`src/rtl/mem_port_arbiter_if.sv`:
```
// Client and macro-side signal bundle for mem_port_arbiter.
// The slave modport is the arbiter's view; master is the clients plus macro.
interface mem_port_arbiter_if #(
    parameter int ADDR_W = 10,
    parameter int DATA_W = 16
);
    // Requester 0
    logic              req0_valid;
    logic              req0_write;
    logic [ADDR_W-1:0] req0_addr;
    logic [DATA_W-1:0] req0_wdata;
    logic              req0_ready;
    logic              rsp0_valid;
    logic [DATA_W-1:0] rsp0_rdata;

    // Requester 1
    logic              req1_valid;
    logic              req1_write;
    logic [ADDR_W-1:0] req1_addr;
    logic [DATA_W-1:0] req1_wdata;
    logic              req1_ready;
    logic              rsp1_valid;
    logic [DATA_W-1:0] rsp1_rdata;

    // Memory macro
    logic              mem_chip_en;
    logic              mem_wr_en;
    logic              mem_rd_en;
    logic [ADDR_W-1:0] mem_addr;
    logic [DATA_W-1:0] mem_wr_data;
    logic [DATA_W-1:0] mem_rd_data;

    modport slave (
        input  req0_valid, req0_write, req0_addr, req0_wdata,
        input  req1_valid, req1_write, req1_addr, req1_wdata,
        input  mem_rd_data,
        output req0_ready, rsp0_valid, rsp0_rdata,
        output req1_ready, rsp1_valid, rsp1_rdata,
        output mem_chip_en, mem_wr_en, mem_rd_en, mem_addr, mem_wr_data
    );

    modport master (
        output req0_valid, req0_write, req0_addr, req0_wdata,
        output req1_valid, req1_write, req1_addr, req1_wdata,
        output mem_rd_data,
        input  req0_ready, rsp0_valid, rsp0_rdata,
        input  req1_ready, rsp1_valid, rsp1_rdata,
        input  mem_chip_en, mem_wr_en, mem_rd_en, mem_addr, mem_wr_data
    );
endinterface

```
`src/rtl/mem_port_arbiter.sv`:
```
// Two-client round-robin arbiter and sequencer for a single-port memory macro.
// One access issues per cycle through registered macro controls; read data
// returns to the originating client RD_LAT+1 edges after the accept edge.
// New accepts are blocked while reset is high or the PLL is not locked.
module mem_port_arbiter #(
    parameter int ADDR_W = 10,
    parameter int DATA_W = 16,
    parameter int RD_LAT = 1
) (
    input  logic              clock,
    input  logic              reset,
    input  logic              pll_lock,
    mem_port_arbiter_if.slave bus
);

    // Arbitration and accept-side signals
    logic              open_s;
    logic              grant0_s;
    logic              grant1_s;
    logic              ready0_s;
    logic              ready1_s;
    logic              accept_s;
    logic              acc_id_s;
    logic              acc_write_s;
    logic [ADDR_W-1:0] acc_addr_s;
    logic [DATA_W-1:0] acc_wdata_s;

    // Round-robin pointer: requester that won the most recent accept
    logic              last_r;

    // Issue stage driving the macro
    logic              chip_en_r;
    logic              wr_en_r;
    logic              rd_en_r;
    logic [ADDR_W-1:0] addr_r;
    logic [DATA_W-1:0] wdata_r;

    // Read tracker: stage k holds a read accepted k edges ago; the oldest
    // stage lines up with the macro presenting that read's data.
    logic [RD_LAT:0]   trk_vld_r;
    logic [RD_LAT:0]   trk_id_r;

    // Response outputs
    logic              rsp0_valid_r;
    logic              rsp1_valid_r;
    logic [DATA_W-1:0] rsp0_rdata_r;
    logic [DATA_W-1:0] rsp1_rdata_r;

    // Grant selection: a lone request wins, contention goes to the non-last one
    always_comb begin
        grant0_s = 1'b0;
        grant1_s = 1'b0;
        case ({bus.req1_valid, bus.req0_valid})
            2'b01: begin
                grant0_s = 1'b1;
            end
            2'b10: begin
                grant1_s = 1'b1;
            end
            2'b11: begin
                grant0_s = last_r;
                grant1_s = ~last_r;
            end
            default: begin
                grant0_s = 1'b0;
                grant1_s = 1'b0;
            end
        endcase
    end

    // Ready gating and selection of the accepted request's fields
    always_comb begin
        open_s      = ~reset & pll_lock;
        ready0_s    = open_s & grant0_s;
        ready1_s    = open_s & grant1_s;
        accept_s    = ready0_s | ready1_s;
        acc_id_s    = ready1_s;
        acc_write_s = 1'b0;
        acc_addr_s  = {ADDR_W{1'b0}};
        acc_wdata_s = {DATA_W{1'b0}};
        if (ready1_s) begin
            acc_write_s = bus.req1_write;
            acc_addr_s  = bus.req1_addr;
            acc_wdata_s = bus.req1_wdata;
        end else begin
            acc_write_s = bus.req0_write;
            acc_addr_s  = bus.req0_addr;
            acc_wdata_s = bus.req0_wdata;
        end
    end

    // Round-robin pointer moves only on an accepted handshake
    always_ff @(posedge clock) begin
        if (reset) begin
            last_r <= 1'b1;
        end else if (accept_s) begin
            last_r <= acc_id_s;
        end
    end

    // Issue stage: strobes follow the accept, address/data hold when idle
    always_ff @(posedge clock) begin
        if (reset) begin
            chip_en_r <= 1'b0;
            wr_en_r   <= 1'b0;
            rd_en_r   <= 1'b0;
            addr_r    <= {ADDR_W{1'b0}};
            wdata_r   <= {DATA_W{1'b0}};
        end else begin
            chip_en_r <= accept_s;
            wr_en_r   <= accept_s & acc_write_s;
            rd_en_r   <= accept_s & ~acc_write_s;
            if (accept_s) begin
                addr_r  <= acc_addr_s;
                wdata_r <= acc_wdata_s;
            end
        end
    end

    // Read tracker shift; reset drops every read still in flight
    always_ff @(posedge clock) begin
        if (reset) begin
            trk_vld_r <= {(RD_LAT + 1){1'b0}};
            trk_id_r  <= {(RD_LAT + 1){1'b0}};
        end else begin
            trk_vld_r <= {trk_vld_r[RD_LAT-1:0], accept_s & ~acc_write_s};
            trk_id_r  <= {trk_id_r[RD_LAT-1:0], acc_id_s};
        end
    end

    // Capture macro read data into the tagged requester's response register
    always_ff @(posedge clock) begin
        if (reset) begin
            rsp0_valid_r <= 1'b0;
            rsp1_valid_r <= 1'b0;
            rsp0_rdata_r <= {DATA_W{1'b0}};
            rsp1_rdata_r <= {DATA_W{1'b0}};
        end else begin
            rsp0_valid_r <= trk_vld_r[RD_LAT] & ~trk_id_r[RD_LAT];
            rsp1_valid_r <= trk_vld_r[RD_LAT] & trk_id_r[RD_LAT];
            if (trk_vld_r[RD_LAT] & ~trk_id_r[RD_LAT]) begin
                rsp0_rdata_r <= bus.mem_rd_data;
            end
            if (trk_vld_r[RD_LAT] & trk_id_r[RD_LAT]) begin
                rsp1_rdata_r <= bus.mem_rd_data;
            end
        end
    end

    assign bus.req0_ready  = ready0_s;
    assign bus.req1_ready  = ready1_s;
    assign bus.rsp0_valid  = rsp0_valid_r;
    assign bus.rsp1_valid  = rsp1_valid_r;
    assign bus.rsp0_rdata  = rsp0_rdata_r;
    assign bus.rsp1_rdata  = rsp1_rdata_r;
    assign bus.mem_chip_en = chip_en_r;
    assign bus.mem_wr_en   = wr_en_r;
    assign bus.mem_rd_en   = rd_en_r;
    assign bus.mem_addr    = addr_r;
    assign bus.mem_wr_data = wdata_r;

endmodule

```
`src/flat_wrapper.sv`:
```
// flat-port wrapper written by rule: the top's interface ports become plain ports
module mem_port_arbiter_flat 
#(
    parameter int ADDR_W = 10,
    parameter int DATA_W = 16,
    parameter int RD_LAT = 1
)
  (clock, reset, pll_lock, bus_req0_valid, bus_req0_write, bus_req0_addr, bus_req0_wdata, bus_req1_valid, bus_req1_write, bus_req1_addr, bus_req1_wdata, bus_mem_rd_data, bus_req0_ready, bus_rsp0_valid, bus_rsp0_rdata, bus_req1_ready, bus_rsp1_valid, bus_rsp1_rdata, bus_mem_chip_en, bus_mem_wr_en, bus_mem_rd_en, bus_mem_addr, bus_mem_wr_data);
  mem_port_arbiter_if #(.ADDR_W(ADDR_W), .DATA_W(DATA_W)) bus_i ();
  input  logic clock;
  input  logic reset;
  input  logic pll_lock;
  input wire logic [$bits(bus_i.req0_valid)-1:0] bus_req0_valid;
  input wire logic [$bits(bus_i.req0_write)-1:0] bus_req0_write;
  input wire logic [$bits(bus_i.req0_addr)-1:0] bus_req0_addr;
  input wire logic [$bits(bus_i.req0_wdata)-1:0] bus_req0_wdata;
  input wire logic [$bits(bus_i.req1_valid)-1:0] bus_req1_valid;
  input wire logic [$bits(bus_i.req1_write)-1:0] bus_req1_write;
  input wire logic [$bits(bus_i.req1_addr)-1:0] bus_req1_addr;
  input wire logic [$bits(bus_i.req1_wdata)-1:0] bus_req1_wdata;
  input wire logic [$bits(bus_i.mem_rd_data)-1:0] bus_mem_rd_data;
  output wire logic [$bits(bus_i.req0_ready)-1:0] bus_req0_ready;
  output wire logic [$bits(bus_i.rsp0_valid)-1:0] bus_rsp0_valid;
  output wire logic [$bits(bus_i.rsp0_rdata)-1:0] bus_rsp0_rdata;
  output wire logic [$bits(bus_i.req1_ready)-1:0] bus_req1_ready;
  output wire logic [$bits(bus_i.rsp1_valid)-1:0] bus_rsp1_valid;
  output wire logic [$bits(bus_i.rsp1_rdata)-1:0] bus_rsp1_rdata;
  output wire logic [$bits(bus_i.mem_chip_en)-1:0] bus_mem_chip_en;
  output wire logic [$bits(bus_i.mem_wr_en)-1:0] bus_mem_wr_en;
  output wire logic [$bits(bus_i.mem_rd_en)-1:0] bus_mem_rd_en;
  output wire logic [$bits(bus_i.mem_addr)-1:0] bus_mem_addr;
  output wire logic [$bits(bus_i.mem_wr_data)-1:0] bus_mem_wr_data;
  assign bus_i.req0_valid = bus_req0_valid;
  assign bus_i.req0_write = bus_req0_write;
  assign bus_i.req0_addr = bus_req0_addr;
  assign bus_i.req0_wdata = bus_req0_wdata;
  assign bus_i.req1_valid = bus_req1_valid;
  assign bus_i.req1_write = bus_req1_write;
  assign bus_i.req1_addr = bus_req1_addr;
  assign bus_i.req1_wdata = bus_req1_wdata;
  assign bus_i.mem_rd_data = bus_mem_rd_data;
  assign bus_req0_ready = bus_i.req0_ready;
  assign bus_rsp0_valid = bus_i.rsp0_valid;
  assign bus_rsp0_rdata = bus_i.rsp0_rdata;
  assign bus_req1_ready = bus_i.req1_ready;
  assign bus_rsp1_valid = bus_i.rsp1_valid;
  assign bus_rsp1_rdata = bus_i.rsp1_rdata;
  assign bus_mem_chip_en = bus_i.mem_chip_en;
  assign bus_mem_wr_en = bus_i.mem_wr_en;
  assign bus_mem_rd_en = bus_i.mem_rd_en;
  assign bus_mem_addr = bus_i.mem_addr;
  assign bus_mem_wr_data = bus_i.mem_wr_data;
  mem_port_arbiter #(.ADDR_W(ADDR_W), .DATA_W(DATA_W), .RD_LAT(RD_LAT)) u_core (.clock(clock), .reset(reset), .pll_lock(pll_lock), .bus(bus_i));
endmodule
```
`config.mk`:
```
export PLATFORM = sky130hd
export DESIGN_NAME = mem_port_arbiter_flat
export DESIGN_NICKNAME = d
export VERILOG_FILES = /design/src/rtl/mem_port_arbiter_if.sv /design/src/rtl/mem_port_arbiter.sv /design/src/flat_wrapper.sv
export SDC_FILE = /design/constraint.sdc
export NUM_CORES = 1
export LEC_CHECK = 0
export BUFFER_PORTS_ARGS = -buffer_cell sky130_fd_sc_hd__buf_2
export CAP_MARGIN = 20
export CORE_MARGIN = 10
export CORE_UTILIZATION = 45
export DETAILED_ROUTE_END_ITERATION = 7
export GPL_ROUTABILITY_DRIVEN = 0
export PLACE_DENSITY = 0.79
export SYNTH_ARGS = -nofsm -noshare
export SYNTH_HDL_FRONTEND = slang
export SYNTH_SLANG_ARGS = --single-unit
```
`constraint.sdc`:
```
create_clock -name clock -period 1.8 [get_ports clock]
set_input_delay 0.36 -clock clock [delete_from_list [all_inputs] [get_ports clock]]
set_output_delay 0.36 -clock clock [all_outputs]
set_load 0.005 [all_outputs]
```
==> impl_metrics.tcl <==
set metrics [dict create \
    status "completed" \
    synth_top_area_share_pct 48.31 \
    port_buffers 139 \
    synth.distinct_cells 26 \
    cpPeakStageDelay_ns 0.39 \
    io_pins 140 \
    worstMarginPinSlew_ns 0.6002 \
    crit_path_start_kind "flip-flop" \
    ir_worst_vdd_mv 0.4845 \
    vias_per_cell 5.417 \
    dp_hpwl_um 6360 \
    design_area_sq_mm 0.003709 \
    multi_input_area_sq_mm 0.001262 \
    grtUsageTotal_pct 16.99 \
    arrival_ns 1.23 \
    cts.repair.resized 0 \
    crit_fanout 14 \
    cts.sinks 67 \
    firstDrtPassIters 4 \
    fill_cells 538 \
    diodes 0 \
    ant_nets 0 \
    hold_viol_final 0 \
    cts_setup_buffers 0 \
    dpl_cell_area_sq_mm 0.003501 \
    syn_area_sq_mm 0.002776 \
    rsz0062_at_grt "false" \
    endpoint_kind "output port" \
    syn_avg_cell_area_sq_um 8.413 \
    ys_seq_area_share_pct 48.31 \
    slew_headroom_pct 59.99 \
    drt-total-wl_um 8618 \
    finalSetupTns_ns 0 \
    power.density_mw_per_mm2 871.1 \
    setup_violations 0 \
    synthCells 330 \
    core_region_area_sq_mm 0.005956 \
    fin_crit_sh_pct 88.46 \
    hold_ws_ns 0.2769 \
    ys.warnings.count 0 \
    root_buffer "clkbuf_8" \
    clock.fmax_mhz 628.0 \
    drtIter0Drc 155 \
    hold_path_class "input pin to flip-flop" \
    htreeDepth 3 \
    ys_ff_latch 67 \
    drive_gt1_share_pct 38.96 \
    final_cells 537 \
    p_total_uw 3230 \
    die_area_sq_mm 0.009712 \
    initial_core_util_pct 46.62 \
    synth_top_flop_cell "dfxtp_1" \
    seqCellArea_sq_mm 0.001341 \
    numCtsBuffers 9 \
    cts.clk_slew.worst_paths_ns 0.07 \
    grt_max_degree 39 \
    fp.dieW_um 98.55 \
    nNetsFinal 532 \
    clock_skew_ns 0.004024 \
    gr-total-overflow 0 \
    period_minus_slack_ns 1.592 \
    vias 2909 \
    clk_path_buf_depth 2 \
    crit_type "flip-flop to output port" \
    cts_tree "done" \
    wl_per_cell_um 16.05 \
    rows 28 \
    synth_area_leaders "dfxtp_1, a21oi_1, nand2_1" \
    route.detailed.drc 0 \
    hold_buffers 0 \
    antenna_found_initial 0 \
    clk_latency_ns 0.32 \
    finalMaxSlewViolations 0 \
    critical-path-slowest-cell "dfxtp_1" \
    netlist_top_cells_count "dfxtp_1, nand2_1, a21oi_1, nand4_1, o21ai_0" \
    drv_cap 0 \
    areaGrowthSynthToFinish_pct 33.57 \
    cp.required_ns 1.44 \
    dp_cells 521 \
    syn_nets 405 \
    first_global_vias 2922 \
    die_h_um 98.55 \
    synthArstFlopShare_pct 0 \
    cp_cell_sequence "and2_2, nor2_1, buf_2" \
    synth_top_cell_by_area "dfxtp_1" \
    synth-edff-count 0 \
    leakagePower_uw 0.001590 \
    grt_pass1_wl_um 13990 \
]
## cell families after synthesis
kind of cell	after synthesis	synth area share, %
AO/OA/AOI/OAI	115	26.63
AND/OR/NAND/NOR	110	18.52
flip-flops	67	48.31
buffers and inverters	38	6.534
## power by group
part | internal [uW] | total [uW] | switching (uW)
combinational | 175 | 395 | 220
sequential | 1530 | 1560 | 27.8
clock | 757 | 1270 | 516
## registers in the layout, indices dropped and copies added, names as in the netlist
name and cells:
u_core.bus.rsp1_rdata 16, u_core.last_r 1, u_core.bus.mem_addr 10, u_core.trk_id_r 2
u_core.bus.rsp0_rdata 16, u_core.bus.mem_chip_en 1, u_core.bus.mem_wr_data 16, u_core.bus.rsp1_valid 1
u_core.bus.rsp0_valid 1, u_core.bus.mem_wr_en 1, u_core.trk_vld_r 2
## critical path, delay by kind of cell (launching register included)
family | cells | cell delay (ns)
DFF | 1 | 0.39
buffers and inverters | 1 | 0.13
and+or+nand+nor | 2 | 0.39
## path summary, 6_finish.rpt
check	start	end	slack, ns	cells after the start
setup / recovery	u_core.last_r$_SDFFE_PP1P_	bus_req1_ready	0.21	3
hold / removal	bus_mem_rd_data[3]	u_core.bus.rsp0_rdata[3]$_SDFFE_PP0P_	0.28	3
setup reg to reg	u_core.last_r$_SDFFE_PP1P_	u_core.bus.mem_addr[5]$_SDFFE_PP0P_	0.38	4
hold reg to reg	u_core.trk_id_r[0]$_SDFF_PP0_	u_core.trk_id_r[1]$_SDFF_PP0_	0.43	1
## cell type report
type	count	area share, %
clock inverter	1	0.8097
sequential	67	36.17
tap	75	2.530
multi-input combinational	225	34.04
inverter	1	0.1012
clock buffer	15	4.757
timing repair buffer	153	21.59
## layout by cell type, fill, tap and decap left out, types with 3 or more instances in the layout
| cell type | netlist | final |
|---|---|---|
| nand4_1 | 27 | 27 |
| a311oi_1 | 16 | 16 |
| a311oi_2 | 10 | 10 |
| nand2_1 | 67 | 67 |
| a21oi_1 | 60 | 60 |
| clkbuf_1 | 19 | 3 |
| nor2_1 | 4 | 4 |
| nor2b_1 | 4 | 3 |
| o21ai_0 | 26 | 26 |
| clkbuf_8 | 0 | 12 |
| buf_2 | 12 | 139 |
| dfxtp_1 | 67 | 67 |
| buf_4 | 2 | 14 |
## through the flow
step | util [%] | setup WS (ns)
finish | 62.27 | 0.2077
global route | 62.27 | 0.1184
CTS | 62.25 | 0.04439
detailed placement | 58.78 | 0.1380
global placement | 58.78 | 0.2280
floorplan | - | 0.3187
## per-layer routing
metal  vias up  part of all wire, %  track usage, %
li1       1436                    -               -
met1      1321                   44           20.99
met2       143                   45           26.07
met3         9                   10           7.053
met4         0                  1.0           5.843
met5         -                    0               0
(Power assumes the default switching activity.)
